**src/rtl/ets_pkg.sv**
```systemverilog
// Shared types and width helpers for the ETS phase sequencer.
package ets_pkg;

    typedef enum logic [2:0] {
        ST_IDLE,
        ST_APPLY,
        ST_WAIT_LOCK,
        ST_SETTLE,
        ST_CAPTURE,
        ST_NEXT
    } ets_state_t;

    localparam int DELAY_WIDTH_DEFAULT = 8;

    typedef logic [DELAY_WIDTH_DEFAULT-1:0] delay_code_t;

    // Width of an index over n items, never narrower than one bit.
    function automatic int idx_width(input int n);
        return (n <= 2) ? 1 : $clog2(n);
    endfunction

    // Width of a counter that must hold the value v.
    function automatic int cnt_width(input int v);
        return (v < 1) ? 1 : $clog2(v + 1);
    endfunction

endpackage

```
**src/rtl/ets_settle_timer.sv**
```systemverilog
// Loadable down-counter with zero flag; holds at zero.
module ets_settle_timer #(
    parameter int WIDTH = 8
) (
    input  logic             clk,
    input  logic             reset,
    input  logic             load,
    input  logic             dec,
    input  logic [WIDTH-1:0] load_value,
    output logic             zero
);

    logic [WIDTH-1:0] count;

    always_ff @(posedge clk) begin
        if (reset) begin
            count <= '0;
        end else if (load) begin
            count <= load_value;
        end else if (dec && (count != '0)) begin
            count <= count - 1'b1;
        end
    end

    assign zero = (count == '0);

endmodule

```
**src/rtl/ets_phase_sequencer.sv**
```systemverilog
// ETS sweep controller: steps the PLL delay code, waits for lock+settle, then runs capture handshakes.
// Optional lock timeout in WAIT_LOCK is enabled by defining ETS_LOCK_TIMEOUT_EN.
//
// state      | meaning
// IDLE       | waiting for start
// APPLY      | drive delay code for the current step
// WAIT_LOCK  | waiting for pll_lock
// SETTLE     | settle interval after lock
// CAPTURE    | capture_req / capture_ack handshakes
// NEXT       | advance step, wrap or finish the sweep
module ets_phase_sequencer
    import ets_pkg::*;
#(
    parameter int DELAY_WIDTH       = DELAY_WIDTH_DEFAULT,
    parameter int NUM_STEPS         = 16,
    parameter int STEP_SIZE         = 1,
    parameter int SETTLE_CYCLES     = 64,
    parameter int CAPTURES_PER_STEP = 4,
    parameter int LOCK_TIMEOUT      = 4096
) (
    input  logic                           ref_clk,
    input  logic                           reset,
    input  logic                           start,
    input  logic                           continuous,
    input  logic                           abort,
    input  logic                           pll_lock,
    output logic [DELAY_WIDTH-1:0]         delay,
    output logic                           capture_req,
    input  logic                           capture_ack,
    output logic [idx_width(NUM_STEPS)-1:0] step_index,
    output logic                           busy,
    output logic                           sweep_done,
    output logic                           lock_error
);

    localparam int SW = idx_width(NUM_STEPS);
    localparam int CW = cnt_width(CAPTURES_PER_STEP);
    // One timer serves both the settle interval and the lock timeout.
    localparam int TMR_MAX = (LOCK_TIMEOUT > SETTLE_CYCLES) ? LOCK_TIMEOUT : SETTLE_CYCLES;
    localparam int TW = cnt_width(TMR_MAX);

    localparam logic [SW-1:0] LAST_STEP   = SW'(NUM_STEPS - 1);
    localparam logic [CW-1:0] LAST_CAP    = CW'(CAPTURES_PER_STEP - 1);
    localparam logic [TW-1:0] SETTLE_LOAD = TW'(SETTLE_CYCLES);
`ifdef ETS_LOCK_TIMEOUT_EN
    localparam logic [TW-1:0] TIMEOUT_LOAD = TW'(LOCK_TIMEOUT - 1);
`endif

    ets_state_t            state;
    logic [CW-1:0]         cap_count;
    logic                  cont_latched;
    logic                  tmr_load;
    logic                  tmr_dec;
    logic                  tmr_zero;
    logic [TW-1:0]         tmr_value;
    logic [DELAY_WIDTH-1:0] step_delay;

    assign step_delay = DELAY_WIDTH'(int'(step_index) * STEP_SIZE);

    always_comb begin
        tmr_load  = 1'b0;
        tmr_dec   = 1'b0;
        tmr_value = SETTLE_LOAD;
        case (state)
            ST_WAIT_LOCK: begin
                if (pll_lock) tmr_load = 1'b1;
                else          tmr_dec  = 1'b1;
            end
            ST_SETTLE: tmr_dec = 1'b1;
            default: ;
        endcase
`ifdef ETS_LOCK_TIMEOUT_EN
        // Arm the timeout on every entry into WAIT_LOCK.
        if ((state == ST_APPLY) ||
            (!pll_lock && ((state == ST_SETTLE) || (state == ST_CAPTURE)))) begin
            tmr_load  = 1'b1;
            tmr_value = TIMEOUT_LOAD;
        end
`endif
    end

    ets_settle_timer #(
        .WIDTH(TW)
    ) u_timer (
        .clk       (ref_clk),
        .reset     (reset),
        .load      (tmr_load),
        .dec       (tmr_dec),
        .load_value(tmr_value),
        .zero      (tmr_zero)
    );

    always_ff @(posedge ref_clk) begin
        if (reset) begin
            state        <= ST_IDLE;
            delay        <= '0;
            capture_req  <= 1'b0;
            step_index   <= '0;
            busy         <= 1'b0;
            sweep_done   <= 1'b0;
            lock_error   <= 1'b0;
            cap_count    <= '0;
            cont_latched <= 1'b0;
        end else if (abort) begin
            state       <= ST_IDLE;
            delay       <= '0;
            capture_req <= 1'b0;
            step_index  <= '0;
            busy        <= 1'b0;
            sweep_done  <= 1'b0;
            cap_count   <= '0;
        end else begin
            sweep_done <= 1'b0;
            case (state)
                ST_IDLE: begin
                    if (start) begin
                        state        <= ST_APPLY;
                        busy         <= 1'b1;
                        step_index   <= '0;
                        cont_latched <= continuous;
                        lock_error   <= 1'b0;
                    end
                end
                ST_APPLY: begin
                    delay     <= step_delay;
                    cap_count <= '0;
                    state     <= ST_WAIT_LOCK;
                end
                ST_WAIT_LOCK: begin
                    if (pll_lock) begin
                        state <= ST_SETTLE;
                    end
`ifdef ETS_LOCK_TIMEOUT_EN
                    else if (tmr_zero) begin
                        lock_error <= 1'b1;
                        delay      <= '0;
                        busy       <= 1'b0;
                        step_index <= '0;
                        state      <= ST_IDLE;
                    end
`endif
                end
                ST_SETTLE: begin
                    if (!pll_lock) begin
                        state <= ST_WAIT_LOCK;
                    end else if (tmr_zero) begin
                        state       <= ST_CAPTURE;
                        capture_req <= 1'b1;
                    end
                end
                ST_CAPTURE: begin
                    if (!pll_lock) begin
                        capture_req <= 1'b0;
                        cap_count   <= '0;
                        state       <= ST_WAIT_LOCK;
                    end else if (capture_req) begin
                        if (capture_ack) begin
                            capture_req <= 1'b0;
                            if (cap_count == LAST_CAP) begin
                                state      <= ST_NEXT;
                                sweep_done <= (step_index == LAST_STEP);
                            end else begin
                                cap_count <= cap_count + 1'b1;
                            end
                        end
                    end else begin
                        capture_req <= 1'b1;
                    end
                end
                ST_NEXT: begin
                    if (step_index != LAST_STEP) begin
                        step_index <= step_index + 1'b1;
                        state      <= ST_APPLY;
                    end else if (cont_latched) begin
                        step_index <= '0;
                        state      <= ST_APPLY;
                    end else begin
                        step_index <= '0;
                        busy       <= 1'b0;
                        state      <= ST_IDLE;
                    end
                end
                default: state <= ST_IDLE;
            endcase
        end
    end

endmodule

```
**config.mk**
```make
export PLATFORM = sky130hd
export DESIGN_NAME = ets_phase_sequencer
export DESIGN_NICKNAME = d
export VERILOG_FILES = /design/src/rtl/ets_pkg.sv /design/src/rtl/ets_settle_timer.sv /design/src/rtl/ets_phase_sequencer.sv
export SDC_FILE = /design/constraint.sdc
export NUM_CORES = 1
export LEC_CHECK = 0
export CORE_MARGIN = 3
export CORE_UTILIZATION = 58
export DETAILED_ROUTE_END_ITERATION = 10
export HOLD_SLACK_MARGIN = 0.15
export PLACE_DENSITY = 0.84
export SYNTH_ARGS = -nofsm -noshare
export SYNTH_HDL_FRONTEND = slang
export SYNTH_SLANG_ARGS = --single-unit
```
**constraint.sdc**
```tcl
create_clock -name ref_clk -period 5.2 [get_ports ref_clk]
set_input_delay 0.78 -clock ref_clk [delete_from_list [all_inputs] [get_ports ref_clk]]
set_output_delay 0.78 -clock ref_clk [all_outputs]
set_load 0.005 [all_outputs]
```
==> flow_summary_export.csv, run 1 <==
group,metric,value,unit
finish,final_nets,234,
synth,async_flop_share,0,%
timing,hold_violations,0,
flow_run,drv_cap,0,
setup_path,crit_family,"simple AND/OR/NAND/NOR gates",
synth,synthCells,208,
power,p_leak,0.7071,nW
synth,synthFlopType,"dfxtp_1",
detailed_routing,drt-pass1-iter-count,4,
clock_tree,cts_tree,"yes",
finish,drive_above_1_share,8.929,%
timing,drv_slew,0,
synth,synthXorXnorAreaFrac,0,%
timing,worst_pin_slew,0.6640,ns
synth,synth-compound-area-share,19.16,%
power,peakVddDrop,0.2685,mV
synth,ys_ff_latch,31,
setup_path,start_kind,"flop",
synth,muxShareOfSynthArea,2.948,%
global_routing,grt_max_degree,16,
synth,synth_warnings,0,
synth,synthAdderAreaFrac,2.948,%
timing,setup_violations,0,
clock_tree,clk_path_buf_depth,2,
clock_tree,postCtsHoldBufs,0,
finish,diodes,0,
finish,fill_cells,220,
status,status,"finished clean",
clock_tree,cts_setup_buffers,0,
global_routing,overflow,0,
detailed_routing,drt_iter0_drc,151,
global_routing,antenna_found_initial,0,
detailed_routing,avgViaCountPerCell,6.335,
clock_tree,insertion_delay,0.33,ns
global_routing,first_global_vias,1433,
timing,skew,0.005264,ns
synth,syn_area,1698,um^2
setup_path,path_buf_inv,2,
setup_path,path_class,"flop to flop",
setup_path,cpPeakStageDelay,0.59,ns
synth,synth_top_family_by_area,"simple AND/OR/NAND/NOR gates",
synth,synth_edf_count,0,
timing,fin_crit_sh,45.44,%
synth,synth_cell_type_count,50,
synth,syn_area_per_cell,8.163,um^2
placement,finalWeightedCongestion,0.8928,
clock_tree,cts_made_buffers,5,
placement,port_buffers,17,
die,die_h,60.11,um
hold_path,worstHoldPathType,"flop to flop",
setup_path,critPathCaptureType,"flop",
power,report.power.total,0.0004735,W
detailed_routing,wl_per_cell,15.54,um
global_routing,grt_pass1_wl,6.644,mm
detailed_routing,vias,1609,
finish,areaGrowthSynthToFinish,14.30,%
timing,max_slew_margin,55.33,%
die,design.core.area,2635,um^2
timing,rsz0062_at_grt,"false",
synth,synthSimpleGateAreaFrac,32.06,%
die,die_area,3613,um^2
timing,fmaxAchievable,423.2,MHz
clock_tree,root_buffer,"clkbuf_4",
global_routing,grt_usage,23.80,%
clock_tree,ctsResizeCount,0,
setup_path,critical-path-slowest-cell,"nor4_1",
clock_tree,ctsHtreeMaxLevel,2,
timing,finalSetupTns,0,ns
clock_tree,cts_sinks,31,
detailed_routing,drc,0,
detailed_routing,antenna_left,0,
power,p_per_area,244.0,nW/um^2
detailed_routing,totalWireLength,3.947,mm
die,num_rows,18,
synth,ys_seq_area_share,36.55,%
die,die_width,60.11,um
setup_path,crit_chain,"inv_1 > ha_1 > or3b_2 > nor4_1 > buf_4 > o21ai_0 > a21oi_1",
setup_path,cp.arrival,2.63,ns
clock_tree,clkTransAtPathRegs,0.10,ns
placement,place_hpwl,2.890,mm
die,start_util,64.43,%
timing,layout_min_cycle_time,2.363,ns
setup_path,path_max_fanout,8,
die,ios,23,
setup_path,required,5.46,ns
## registers in the layout, indices dropped and copies added (netlist names)
| name | flops |
|---|---|
| cap_count | 3 |
| state | 3 |
| busy | 1 |
| sweep_done | 1 |
| u_timer.count | 13 |
| step_index | 4 |
| delay | 4 |
| cont_latched | 1 |
| capture_req | 1 |
## cells by family after synthesis
| logic type | after synthesis |
|---|---|
| AND/OR/NAND/NOR | 92 |
| AO/OA/AOI/OAI | 53 |
| flip-flops | 31 |
| buffers and inverters | 22 |
| multiplexers | 5 |
| adder cells (fa/ha/maj) | 4 |
| other | 1 |
## final timing paths
path | startpoint | to | slack [ns] | cells after the start
worst max-delay path | u_timer.count[0] | u_timer.count[0] | 2.84 | 7
worst min-delay path | cap_count[0] | cap_count[0] | 0.48 | 1
worst min register to register | cap_count[0] | cap_count[0] | 0.48 | 1
worst max register to register | u_timer.count[0] | u_timer.count[0] | 2.84 | 7
## synthesized netlist by cell type, types with 4 or more instances
cell type / instances / share of area [%]
a21oi_1: 20 / 5.9
buf_4: 5 / 2.2
clkbuf_1: 7 / 1.5
dfxtp_1: 31 / 37
ha_1: 4 / 2.9
inv_1: 8 / 1.8
mux2i_1: 5 / 2.9
nand2_1: 9 / 2.0
nand2b_1: 4 / 1.5
nand3_1: 8 / 2.4
nor2_1: 19 / 4.2
nor3_1: 7 / 2.1
nor4_1: 4 / 1.5
o21ai_0: 16 / 4.7
or3_1: 7 / 2.6
or4_1: 4 / 1.8
## worst register-to-register path: stages (launching register included)
cell	delay [ns]
dfxtp_1	0.37
inv_1	0.07
ha_1	0.21
or3b_2	0.51
nor4_1	0.59
buf_4	0.27
o21ai_0	0.13
a21oi_1	0.16
## placed cells by master, fill, tap and decap left out, drive strengths merged, types with 2 or more instances in the layout
| cell type | instances |
|---|---|
| a21oi | 20 |
| and2 | 3 |
| and3 | 2 |
| clkbuf | 6 |
| clkdlybuf4s50 | 17 |
| conb | 5 |
| dfxtp | 31 |
| ha | 4 |
| inv | 8 |
| mux2i | 5 |
| nand2 | 9 |
| nand2b | 4 |
| nand3 | 8 |
| nand3b | 2 |
| nand4 | 3 |
| nor2 | 19 |
| nor2b | 3 |
| nor3 | 8 |
| nor3b | 4 |
| nor4 | 4 |
| o21ai | 16 |
| o311ai | 2 |
| o31ai | 3 |
| or2 | 3 |
| or3 | 8 |
| or4 | 6 |
| or4b | 2 |
## through the flow
stage	utilization (%)	hold slack, ns	cells	cell area (um^2)	setup slack, ns
6_report	73.65	0.4766	254	1941	2.837
5_1_grt	73.65	0.5184	254	1941	2.652
4_1_cts	73.65	0.4708	254	1941	2.863
3_5_place_dp	70.37	0.4547	246	1854	2.543
3_3_place_gp	70.37	0.4472	246	1854	2.641
2_1_floorplan	-	0.4283	212	1713	3.251
## final cells by class
type	instances	area [um^2]	area share, %
multi-input combinational	159	988.4	50.93
inverter	8	30.03	1.547
timing repair buffer	18	177.7	9.155
clock buffer	6	51.30	2.643
clock inverter	2	35.03	1.805
sequential	31	620.6	31.98
tap	30	37.54	1.934
## per-layer routing
metal  GRT usage, %  up-vias  wire length (um)
met3          7.559       10               181
li1               -      792                 -
met5              0        -                 0
met4          5.063        0                52
met2          40.28       47              1941
met1          29.37      760              1771
## report_power, final
group	internal [W]	switching, W	leakage, nW
sequential	0.000239	0.00000269	0.250
clock	0.000114	0.0000875	0.0482
combinational	0.0000131	0.0000178	0.409
(Power assumes the default switching activity.)
==> inputs of run 2 (changes only) <==
--- a/config.mk
+++ b/config.mk
@@ -6,10 +6,10 @@
 export NUM_CORES = 1
 export LEC_CHECK = 0
 export CORE_MARGIN = 3
-export CORE_UTILIZATION = 58
+export CORE_UTILIZATION = 54
 export DETAILED_ROUTE_END_ITERATION = 10
 export HOLD_SLACK_MARGIN = 0.15
-export PLACE_DENSITY = 0.84
+export PLACE_DENSITY = 0.79
 export SYNTH_ARGS = -nofsm -noshare
 export SYNTH_HDL_FRONTEND = slang
 export SYNTH_SLANG_ARGS = --single-unit
==> constraint.sdc (replaced) <==
create_clock -name ref_clk -period 2.2 [get_ports ref_clk]
set_input_delay 0.33 -clock ref_clk [delete_from_list [all_inputs] [get_ports ref_clk]]
set_output_delay 0.33 -clock ref_clk [all_outputs]
set_load 0.005 [all_outputs]
==> flow_summary_export.csv, run 2 (same netlist as run 1, synthesis figures left out) <==
group,metric,value,unit
setup_path,required,2.46,ns
clock_tree,clkTransAtPathRegs,0.09,ns
finish,utilization,67.77,%
setup_path,cpPeakStageDelay,0.66,ns
timing,max_slew_margin,62.54,%
clock_tree,ctsHtreeMaxLevel,2,
setup_path,crit_chain,"inv_1 > ha_1 > or3b_2 > or4_2 > a21oi_1",
detailed_routing,wl_per_cell,13.93,um
setup_path,path_max_fanout,6,
placement,place_inst,262,
clock_tree,cts_made_buffers,5,
setup_path,path_buf_inv,1,
finish,fill_cells,251,
setup_path,rr_startpoint,"u_timer.count[0]",
hold_path,worstHoldPathType,"flop to flop",
detailed_routing,totalWireLength,3.762,mm
power,peakVddDrop,0.2814,mV
finish,diodes,0,
placement,port_buffers,17,
die,num_rows,19,
timing,rsz0062_at_grt,"false",
finish,areaGrowthSynthToFinish,14.81,%
finish,final_common_cell,"dfxtp_1",
setup_path,critical-path-slowest-cell,"or4_2",
die,die_h,62.08,um
setup_path,cp.arrival,2.26,ns
clock_tree,ctsResizeCount,0,
finish,largest_reg_flops,13,
setup_path,crit_family,"simple AND/OR/NAND/NOR gates",
placement,finalWeightedCongestion,0.8319,
timing,worst_slack,0.2052,ns
timing,skew,0.01428,ns
clock_tree,cts_sinks,31,
detailed_routing,vias,1594,
finish,fin_cells,270,
detailed_routing,drt-pass1-iter-count,4,
placement,dp_slack,0.1226,ns
global_routing,overflow,0,
power,swShare,25.11,%
power,p_int,0.0007215,W
detailed_routing,avgViaCountPerCell,5.904,
global_routing,first_global_vias,1426,
timing,fin_crit_sh,90.67,%
detailed_routing,drc,0,
clock_tree,cts_setup_buffers,0,
global_routing,grt_usage,22.56,%
finish,final_nets,238,
setup_path,path_class,"flop to flop",
detailed_routing,drt_iter0_drc,101,
power,p_leak,0.7093,nW
clock_tree,postCtsHoldBufs,0,
die,die_width,62.08,um
timing,worst_pin_slew,0.5543,ns
power,p_per_area,494.2,nW/um^2
timing,layout_min_cycle_time,1.995,ns
finish,drive_above_1_share,9.649,%
die,design.core.area,2877,um^2
die,ios,23,
timing,fmaxAchievable,501.3,MHz
power,clockPowerShare,33.0,%
timing,hold_violations,0,
setup_path,critPathCaptureType,"flop",
global_routing,antenna_found_initial,0,
finish,largest_register,"u_timer.count",
hold_path,hold_start,"cap_count[0]",
die,die_area,3853,um^2
flow_run,drv_cap,0,
finish,reg.largest.list,"u_timer.count x13, delay x4, step_index x4",
setup_path,crit_start,"u_timer.count[0]",
status,status,"finished clean",
clock_tree,root_buffer,"clkbuf_4",
timing,finalSetupTns,0,ns
power,combPwrFrac,7.7,%
setup_path,start_kind,"flop",
clock_tree,insertion_delay,0.34,ns
placement,place_hpwl,2.772,mm
global_routing,grt_max_degree,16,
die,start_util,59.03,%
detailed_routing,antenna_left,0,
power,p_sw,0.0002419,W
clock_tree,clk_path_buf_depth,2,
timing,setup_violations,0,
power,p_seq_share,59.3,%
clock_tree,cts_tree,"yes",
timing,drv_slew,0,
finish,mostFrequentLayoutCells,"31 x dfxtp_1, 20 x a21oi_1, 19 x nor2_1",
global_routing,grt_pass1_wl,6.354,mm
## run 2: cell count changes in the layout (fill, tap and decap cells not counted), sizes merged
cell,before,now
clkbuf,6,7
bufinv,1,0
buf,1,5
## run 2: worst register-to-register path, stage by stage (launching register included)
cell	delay [ns]
dfxtp_1	0.35
inv_1	0.06
ha_1	0.20
or3b_2	0.51
or4_2	0.66
a21oi_1	0.15
## run 2: power by group through the flow
stage	clock network (W)	logic (W)	registers, W
floorplan	0	0.0000568	0.000580
global placement	0	0.0000716	0.000583
detailed placement	0	0.0000732	0.000584
CTS	0.000329	0.0000738	0.000571
global route	0.000352	0.0000832	0.000573
finish	0.000318	0.0000745	0.000571
## run 2: cell type report
cell class,instances,area (um^2),share of cell area [%]
flip-flops and latches,31,620.6,31.84
clock inverters,1,5.005,0.2567
repair buffers,22,207.7,10.65
well taps,42,52.55,2.696
multi-input cells,159,988.4,50.71
inverters,8,30.03,1.540
clock buffers,7,45.04,2.311
## run 2: final timing paths
| path | slack (ns) | end | cells after the start |
|---|---|---|---|
| setup / recovery | 0.21 | u_timer.count[4] | 5 |
| hold reg to reg | 0.47 | cap_count[0] | 1 |
| hold / removal | 0.47 | cap_count[0] | 1 |
| setup reg to reg | 0.21 | u_timer.count[4] | 5 |
## run 2: metrics by stage
stage          instance area [um^2]  hold slack [ns]  total power (W)
2_1_floorplan                  1713           0.3991        0.0006367
3_3_place_gp                   1899           0.4484        0.0006551
3_5_place_dp                   1899           0.4607        0.0006572
4_1_cts                        1949           0.4765        0.0009736
5_1_grt                        1949           0.5158         0.001007
6_report                       1949           0.4747        0.0009633
## run 2: per-layer routing
layer  GRT usage, %  vias up  wire (um)
met5              0        -          0
met4          9.697        0         26
met3          6.818        4        269
met2          35.21       56       1799
met1          28.72      732       1666
li1               -      802          -
